[src/rtl/regfile_pkg.sv]
// regfile_pkg: shared widths, source encoding and slot record for the register-file writeback path.
// Rev 1.0
`default_nettype none

package regfile_pkg;

  localparam int DATA_W = 32;
  localparam int ADDR_W = 5;
  localparam int NREG   = 32;

  typedef enum logic {
    SRC_ALU = 1'b0,
    SRC_MEM = 1'b1
  } src_e;

  typedef struct packed {
    logic              full;
    logic [ADDR_W-1:0] addr;
    logic [DATA_W-1:0] data;
  } slot_t;

endpackage

`default_nettype wire

[src/rtl/wb_slot.sv]
// wb_slot: one-entry writeback holding buffer with valid/ready intake and grant-driven drain.
// Rev 1.0
`default_nettype none

module wb_slot
  import regfile_pkg::*;
(
  input  logic              clk,
  input  logic              rst,
  input  logic              valid,
  output logic              ready,
  input  logic [ADDR_W-1:0] addr,
  input  logic [DATA_W-1:0] data,
  input  logic              grant,
  output slot_t             slot
);

  // A granted slot drains this edge, so it can take a new entry in the same cycle.
  assign ready = !slot.full || grant;

  always_ff @(posedge clk or posedge rst) begin
    if (rst) begin
      slot <= '0;
    end else if (valid && ready && (addr != '0)) begin
      slot.full <= 1'b1;
      slot.addr <= addr;
      slot.data <= data;
    end else if (grant) begin
      // Writes to register 0 are swallowed here and never occupy the slot.
      slot.full <= 1'b0;
    end
  end

endmodule

`default_nettype wire

[src/rtl/regfile_wb_arbiter.sv]
// regfile_wb_arbiter: round-robin sharing of the register-file write port between ALU and load
// writeback, plus the per-register busy scoreboard used by issue. Rev 1.0
`default_nettype none

module regfile_wb_arbiter #(
  parameter int DATA_W = 32,
  parameter int ADDR_W = 5,
  parameter int NREG   = 32
) (
  input  logic              clk,
  input  logic              rst,
  input  logic              a_valid,
  output logic              a_ready,
  input  logic [ADDR_W-1:0] a_addr,
  input  logic [DATA_W-1:0] a_data,
  input  logic              m_valid,
  output logic              m_ready,
  input  logic [ADDR_W-1:0] m_addr,
  input  logic [DATA_W-1:0] m_data,
  input  logic              rsv_valid,
  input  logic [ADDR_W-1:0] rsv_addr,
  input  logic [ADDR_W-1:0] chk_addr_A,
  input  logic [ADDR_W-1:0] chk_addr_B,
  input  logic [ADDR_W-1:0] chk_addr_D,
  output logic              busy_A,
  output logic              busy_B,
  output logic              busy_D,
  output logic              rf_we,
  output logic [ADDR_W-1:0] rf_addr,
  output logic [DATA_W-1:0] rf_data
);

  import regfile_pkg::src_e;
  import regfile_pkg::slot_t;
  import regfile_pkg::SRC_ALU;
  import regfile_pkg::SRC_MEM;

  slot_t            a_slot;
  slot_t            m_slot;
  logic             a_grant;
  logic             m_grant;
  src_e             ptr;
  src_e             ptr_next;
  logic [NREG-1:0]  busy;

  wb_slot u_slot_a (
    .clk   (clk),
    .rst   (rst),
    .valid (a_valid),
    .ready (a_ready),
    .addr  (a_addr),
    .data  (a_data),
    .grant (a_grant),
    .slot  (a_slot)
  );

  wb_slot u_slot_m (
    .clk   (clk),
    .rst   (rst),
    .valid (m_valid),
    .ready (m_ready),
    .addr  (m_addr),
    .data  (m_data),
    .grant (m_grant),
    .slot  (m_slot)
  );

  always_comb begin
    a_grant = a_slot.full && (!m_slot.full || (ptr == SRC_ALU));
    m_grant = m_slot.full && (!a_slot.full || (ptr == SRC_MEM));
  end

  // Pointer always names the source that lost (or did not ask) on the last grant.
  always_comb begin
    ptr_next = ptr;
    if (a_grant) begin
      ptr_next = SRC_MEM;
    end else if (m_grant) begin
      ptr_next = SRC_ALU;
    end
  end

  always_ff @(posedge clk or posedge rst) begin
    if (rst) begin
      ptr <= SRC_ALU;
    end else begin
      ptr <= ptr_next;
    end
  end

  always_comb begin
    rf_we   = 1'b0;
    rf_addr = '0;
    rf_data = '0;
    if (a_grant) begin
      rf_we   = 1'b1;
      rf_addr = a_slot.addr;
      rf_data = a_slot.data;
    end else if (m_grant) begin
      rf_we   = 1'b1;
      rf_addr = m_slot.addr;
      rf_data = m_slot.data;
    end
  end

  // Later non-blocking set overrides the clear, so a fresh reservation beats a same-cycle commit.
  always_ff @(posedge clk or posedge rst) begin
    if (rst) begin
      busy <= '0;
    end else begin
      if (rf_we) begin
        busy[rf_addr] <= 1'b0;
      end
      if (rsv_valid && (rsv_addr != '0)) begin
        busy[rsv_addr] <= 1'b1;
      end
    end
  end

  assign busy_A = (chk_addr_A != '0) && busy[chk_addr_A];
  assign busy_B = (chk_addr_B != '0) && busy[chk_addr_B];
  assign busy_D = (chk_addr_D != '0) && busy[chk_addr_D];

endmodule

`default_nettype wire

[config.mk]
export PLATFORM = sky130hd
export DESIGN_NAME = regfile_wb_arbiter
export DESIGN_NICKNAME = d
export VERILOG_FILES = /design/src/rtl/regfile_pkg.sv /design/src/rtl/wb_slot.sv /design/src/rtl/regfile_wb_arbiter.sv
export SDC_FILE = /design/constraint.sdc
export NUM_CORES = 1
export LEC_CHECK = 0
export ABC_AREA = 0
export CORE_MARGIN = 2
export CORE_UTILIZATION = 45
export DETAILED_ROUTE_END_ITERATION = 8
export DONT_BUFFER_PORTS = 1
export GPL_TIMING_DRIVEN = 0
export SLEW_MARGIN = 20
export SYNTH_ARGS = -nofsm -noshare
export SYNTH_HDL_FRONTEND = slang
export SYNTH_SLANG_ARGS = --single-unit
[constraint.sdc]
create_clock -name clk -period 3.5 [get_ports clk]
set_input_delay 0.35 -clock clk [delete_from_list [all_inputs] [get_ports clk]]
set_output_delay 0.35 -clock clk [all_outputs]
set_load 0.03 [all_outputs]
After elaboration in Yosys (flattened, before gate mapping) --
Index checks and enable logic that the tools add are counted.
Storage, ports and cells: flip-flop bits (word level) 109, bits in latches 0, memory bits (writable) 0, bits in read-only memories 0, bits of input ports 99, output and inout bits 43, word-level logic and storage cells 69, memories kept 0
Operators by class: add/sub/neg operators 0, multiply operators 0, divide/modulo/power cells 0, order comparisons 7, eq/ne operators 0, shifts and indexed selects 0, multiplexer cells 23, bitwise operators 4, reduce and logical (&&, ||, !) cells 27
Operators with widths (count):
- 32-bit two-way mux | 4
- 32-bit AND | 1
- 32-bit NOT | 1
- 32-bit OR | 1
- 5-bit by 6-bit less-than comparator with 1-bit output (second input constant) | 5
- 5-bit nonzero test | 6
- 1-bit binary-select mux with 5-bit select | 3
- 1-bit logical AND | 12
- 1-bit two-way mux | 12
- 1-bit demux with 5-bit select | 2
- 5-bit by 1-bit >= comparator with 1-bit output (second input constant) | 2
- 5-bit two-way mux | 2
- 2-bit nonzero test | 3
- 1-bit logical OR | 4
- 1-bit zero test | 2
- 1-bit NOT | 1

Longest topological paths before layout --
word-level depth 14, gate-level depth with buffers 7, depth with buffers taken out 6

Hierarchy --
A second synthesis with hierarchy kept.
Second synthesis, totals: cells, all modules 502, area, all modules 5885.6 µm²
Modules (own cells, without submodules):
- regfile_wb_arbiter | instances 1, cells an instance 332, area each 2975.4 µm², sequential area each 825.8 µm²
- wb_slot | instances 2, cells an instance 85, area each 1455.1 µm², sequential area each 950.9 µm²

Worst setup path before layout --
No wires, ideal clock.
kind input port to output port, from in chk_addr_A[2], to out busy_A, arrival time 1.764 ns, required time 3.150 ns, setup slack 1.386 ns, stages on the path 5, cells stage by stage clkbuf_1 mux2_2 o311ai_0 a21oi_1 or3_1
Between the ends: word-level cells in the longest chain between the ends 3, elaborated cells between the ends (all ways) 4, classes of those cells mux: 2; reduce/logical: 2
RTL lines:
- from (decl) | line regfile_wb_arbiter.sv:22 | input logic [ADDR_W-1:0] chk_addr_A,
- 1-bit binary-select mux with 5-bit select | line regfile_wb_arbiter.sv:120 | assign busy_A = (chk_addr_A != '0) && busy[chk_addr_A];
- 1-bit two-way mux (not written as such) | line regfile_wb_arbiter.sv:120
- 1-bit logical AND (*) | line regfile_wb_arbiter.sv:120
- to (decl) | line regfile_wb_arbiter.sv:25 | output logic busy_A,
Mark *: on every way between the ends. The rest lies on a longest branch, timed or not. The select of a mux whose other input is x is not followed.

Worst setup path in the final report --
from reg ptr, to out rf_data[16]
Between the ends: word-level cells in the longest chain between the ends 4, elaborated cells between the ends (all ways) 7, classes of those cells mux: 2; bitwise: 1; reduce/logical: 4
RTL lines:
- from (decl) | line regfile_wb_arbiter.sv:42 | src_e ptr;
- from (signal assigned) | line regfile_wb_arbiter.sv:87 | ptr <= ptr_next;
- 1-bit logical OR / 1-bit NOT (equally long branches) | line regfile_wb_arbiter.sv:70, regfile_wb_arbiter.sv:69
- 1-bit logical AND / 1-bit logical OR (equally long branches) | line regfile_wb_arbiter.sv:70, regfile_wb_arbiter.sv:69
- 32-bit two-way mux / 1-bit logical AND (equally long branches) | line regfile_wb_arbiter.sv:99, regfile_wb_arbiter.sv:69
- 32-bit two-way mux (*) | line regfile_wb_arbiter.sv:95 | if (a_grant) begin
- to (decl) | line regfile_wb_arbiter.sv:30 | output logic [DATA_W-1:0] rf_data
Mark *: on every way between the ends. The rest lies on a longest branch, timed or not.

==> results_dict.tcl <==
set metrics [dict create \
    fin_hold_ws_ns 0.0907 \
    drc 0 \
    power_frac_comb_pct 40.9 \
    grt_pass1_wl_um 22700 \
    worstPathRequired_ns 3.15 \
    fin_nets 600 \
    ant_nets 0 \
    fill_cells 1164 \
    synth-seq-area-share_pct 48.1 \
    cts_sinks 109 \
    syn_area_um2 5670 \
    place_area_um2 5920 \
    reg2regPathDepth 7 \
    intPower_w 0.00291 \
    drv_slew 0 \
    min_period_ns 2.60 \
    clk_pin_slew_ns 0.07 \
    io_pins 142 \
    p_sw_w 0.00219 \
    die_w_um 116 \
    cp_max_fo 10 \
    synth_seq_cells 109 \
    holdPathStages 1 \
    yosys-top-cells-count "109 x dfrtp_1, 39 x mux2_2, 39 x o21ai_0, 36 x mux2_1, 35 x nand2_1" \
    crit_path_end_kind "output pin" \
    async_reset_ff_share_pct 100 \
    grt_overflow 0 \
    synth-main-ff-cell "dfrtp_1" \
    clkPwrFrac_pct 19.3 \
    finalWorstSetupSlack_ns 0.901 \
    viasPerCell 6.04 \
    die_area_um2 13500 \
    numCtsBuffers 9 \
    syn-num-nets 587 \
    port_buffers 0 \
    grt_pass1_vias 4198 \
    power.static_leakage_nw 2.51 \
    crit_slowest_cell "clkbuf_1" \
    design.core.area_um2 12500 \
    grt_usage_pct 22.3 \
    fmax_ghz 0.385 \
    dp_hpwl_um 10600 \
    worst-slew-pin-transition_ns 1.07 \
    synth_edf_count 0 \
    htreeDepth 3 \
    worst_setup_path_start_kind "flop" \
    status "finished clean" \
    synth_most_common_cell "dfrtp_1" \
    crit_type "flop to output pin" \
    globalplace.congestion 0.884 \
    rows 41 \
    yosys.area.top_type "dfrtp_1" \
    rsz0062_at_grt "false" \
    maxCapViolCount 0 \
    pre_cts_ws_ns 1.12 \
    grt_max_degree 84 \
    cts_tree "done" \
    drt_iter0_drc 231 \
    clk_latency_ns 0.36 \
    ys_warn_count 0 \
    first_pass_iters 4 \
    routed-via-count 4093 \
    cellPowerDensity_nw_per_um2 821 \
    slew_headroom_pct 28.2 \
    drive_gt1_share_pct 17.2 \
    vdd_drop_max_mv 0.496 \
    syn_avg_cell_area_um2 11.6 \
    finClkSkew_ns 0.0155 \
    finalSetupTns_ns 0 \
    syn_inst 488 \
    yosysTopAreaCellShare_pct 48.1 \
    cts_resized 0 \
    ys_top_cells_by_area "dfrtp_1 48%, mux2_2 7.7%, mux2_1 7.1%" \
    drt-wirelength-per-cell_um 21.1 \
    critical-path-max-stage-delay_ns 0.44 \
    initial_core_util_pct 45.5 \
    area_delta_synth_final_pct 9.57 \
    antenna_found_initial 0 \
    totalWireLength_um 14300 \
    min_period_over_period_pct 74.3 \
    r2r_setup_slack_ns 1.27 \
    hold_violations 0 \
    num_antenna_cells 0 \
    p_sw_share_pct 43.0 \
    worstPathArrival_ns 2.25 \
    cp_cell_sequence "nand2b_1 > and2_1 > buf_2 > clkbuf_1 > a22o_1" \
    finish.instance_area_um2 6220 \
    ys_types 46 \
    seqPwrFrac_pct 39.8 \
    setup_violations 0 \
    clockBufferDepth 2 \
    die_h_um 116 \
    hp-class "input pin to flop" \
    cts_root_buffer "clkbuf_16" \
]
[repair_timing]
| item | 4_1_cts | 5_1_grt |
|---|---|---|
| endpoints found under the hold margin | 26 | 0 |
| endpoints found under the setup margin | 0 | 0 |
| setup buffers | 0 | 0 |
| hold buffers | 1 | 0 |
[worst paths after layout]
| kind | to | from |
|---|---|---|
| worst max-delay path | rf_data[16] | ptr |
| worst min register to register | u_slot_a.slot[1] | u_slot_a.slot[1] |
| worst max register to register | busy[31] | ptr |
| worst min-delay path | busy[27] | rsv_addr[2] |
| max in group asynchronous | busy[4] | rst |
| min in group asynchronous | u_slot_a.slot[19] | rst |
[state kept, by name, summed over array words and instances, names as in the netlist]
| register | count |
|---|---|
| busy | 32 |
| ptr | 1 |
| u_slot_a.slot | 38 |
| u_slot_m.slot | 38 |
[final cells by class]
class / count / area (µm²) / area share, %
clock buffer: 11 / 243 / 3.90
timing repair buffer: 2 / 37.5 / 0.604
buffer: 32 / 184 / 2.96
clock inverter: 5 / 42.5 / 0.684
inverter: 7 / 31.3 / 0.503
sequential: 109 / 2730 / 43.9
multi-input combinational: 340 / 2740 / 44.0
tap: 172 / 215 / 3.46
[worst max-delay path: cells and delay by family (launching register included)]
family                 cells  cell delay [ns]
buffers and inverters      2             0.66
flip-flops                 1             0.43
AND/OR/NAND/NOR            2             0.40
AO/OA/AOI/OAI              1             0.41
[metrics by stage]
step / cells / power, W / util, %
floorplan: 488 / 0.00366 / -
global placement: 660 / 0.00409 / 47.2
detailed placement: 661 / 0.00414 / 47.5
CTS: 678 / 0.00514 / 49.9
global route: 678 / 0.00542 / 49.9
finish: 678 / 0.00510 / 49.9
[placed cells by master (no fill, tap or decap), types with 2 or more instances in the layout]
cell type,instances
mux2_1,36
a22o_1,32
a32o_1,2
buf_2,9
nor3b_1,2
mux4_2,7
nand3_1,28
nor2b_1,7
nand3b_1,20
mux2_2,39
nor2_1,7
nor3_1,4
a32oi_1,3
nand2_1,35
mux2i_1,25
o211ai_2,2
a211oi_1,2
clkinv_4,2
inv_6,2
inv_1,5
nor4b_1,2
dfrtp_1,109
buf_4,2
buf_6,6
clkbuf_16,9
or4_1,2
a2111oi_0,4
or3_1,3
clkbuf_1,16
o31ai_1,17
o21ai_0,39
o311ai_0,3
nand2b_1,4
[kinds of logic after synthesis]
kind of cell	count (synthesis)	share of synthesized area [%]
flip-flops	109	48.1
multiplexers	107	22.1
AO/OA/AOI/OAI	113	14.7
buffers and inverters	39	3.70
AND/OR/NAND/NOR	120	11.5
[per-layer routing]
metal | global-route usage (%) | wire, µm
met5 | 0 | 0
met4 | 6.98 | 242
met3 | 6.64 | 1110
met2 | 35.6 | 6880
met1 | 29.3 | 6100
[power groups by stage]
stage                     logic, W  registers [W]  clock network [W]
after floorplan            0.00176        0.00190                  0
final                      0.00209        0.00203           0.000985
after global routing       0.00226        0.00208            0.00107
after detailed placement   0.00210        0.00204                  0
after global placement     0.00206        0.00202                  0
after CTS                  0.00210        0.00202            0.00101
No activity file was read; power rests on OpenSTA's default activity.
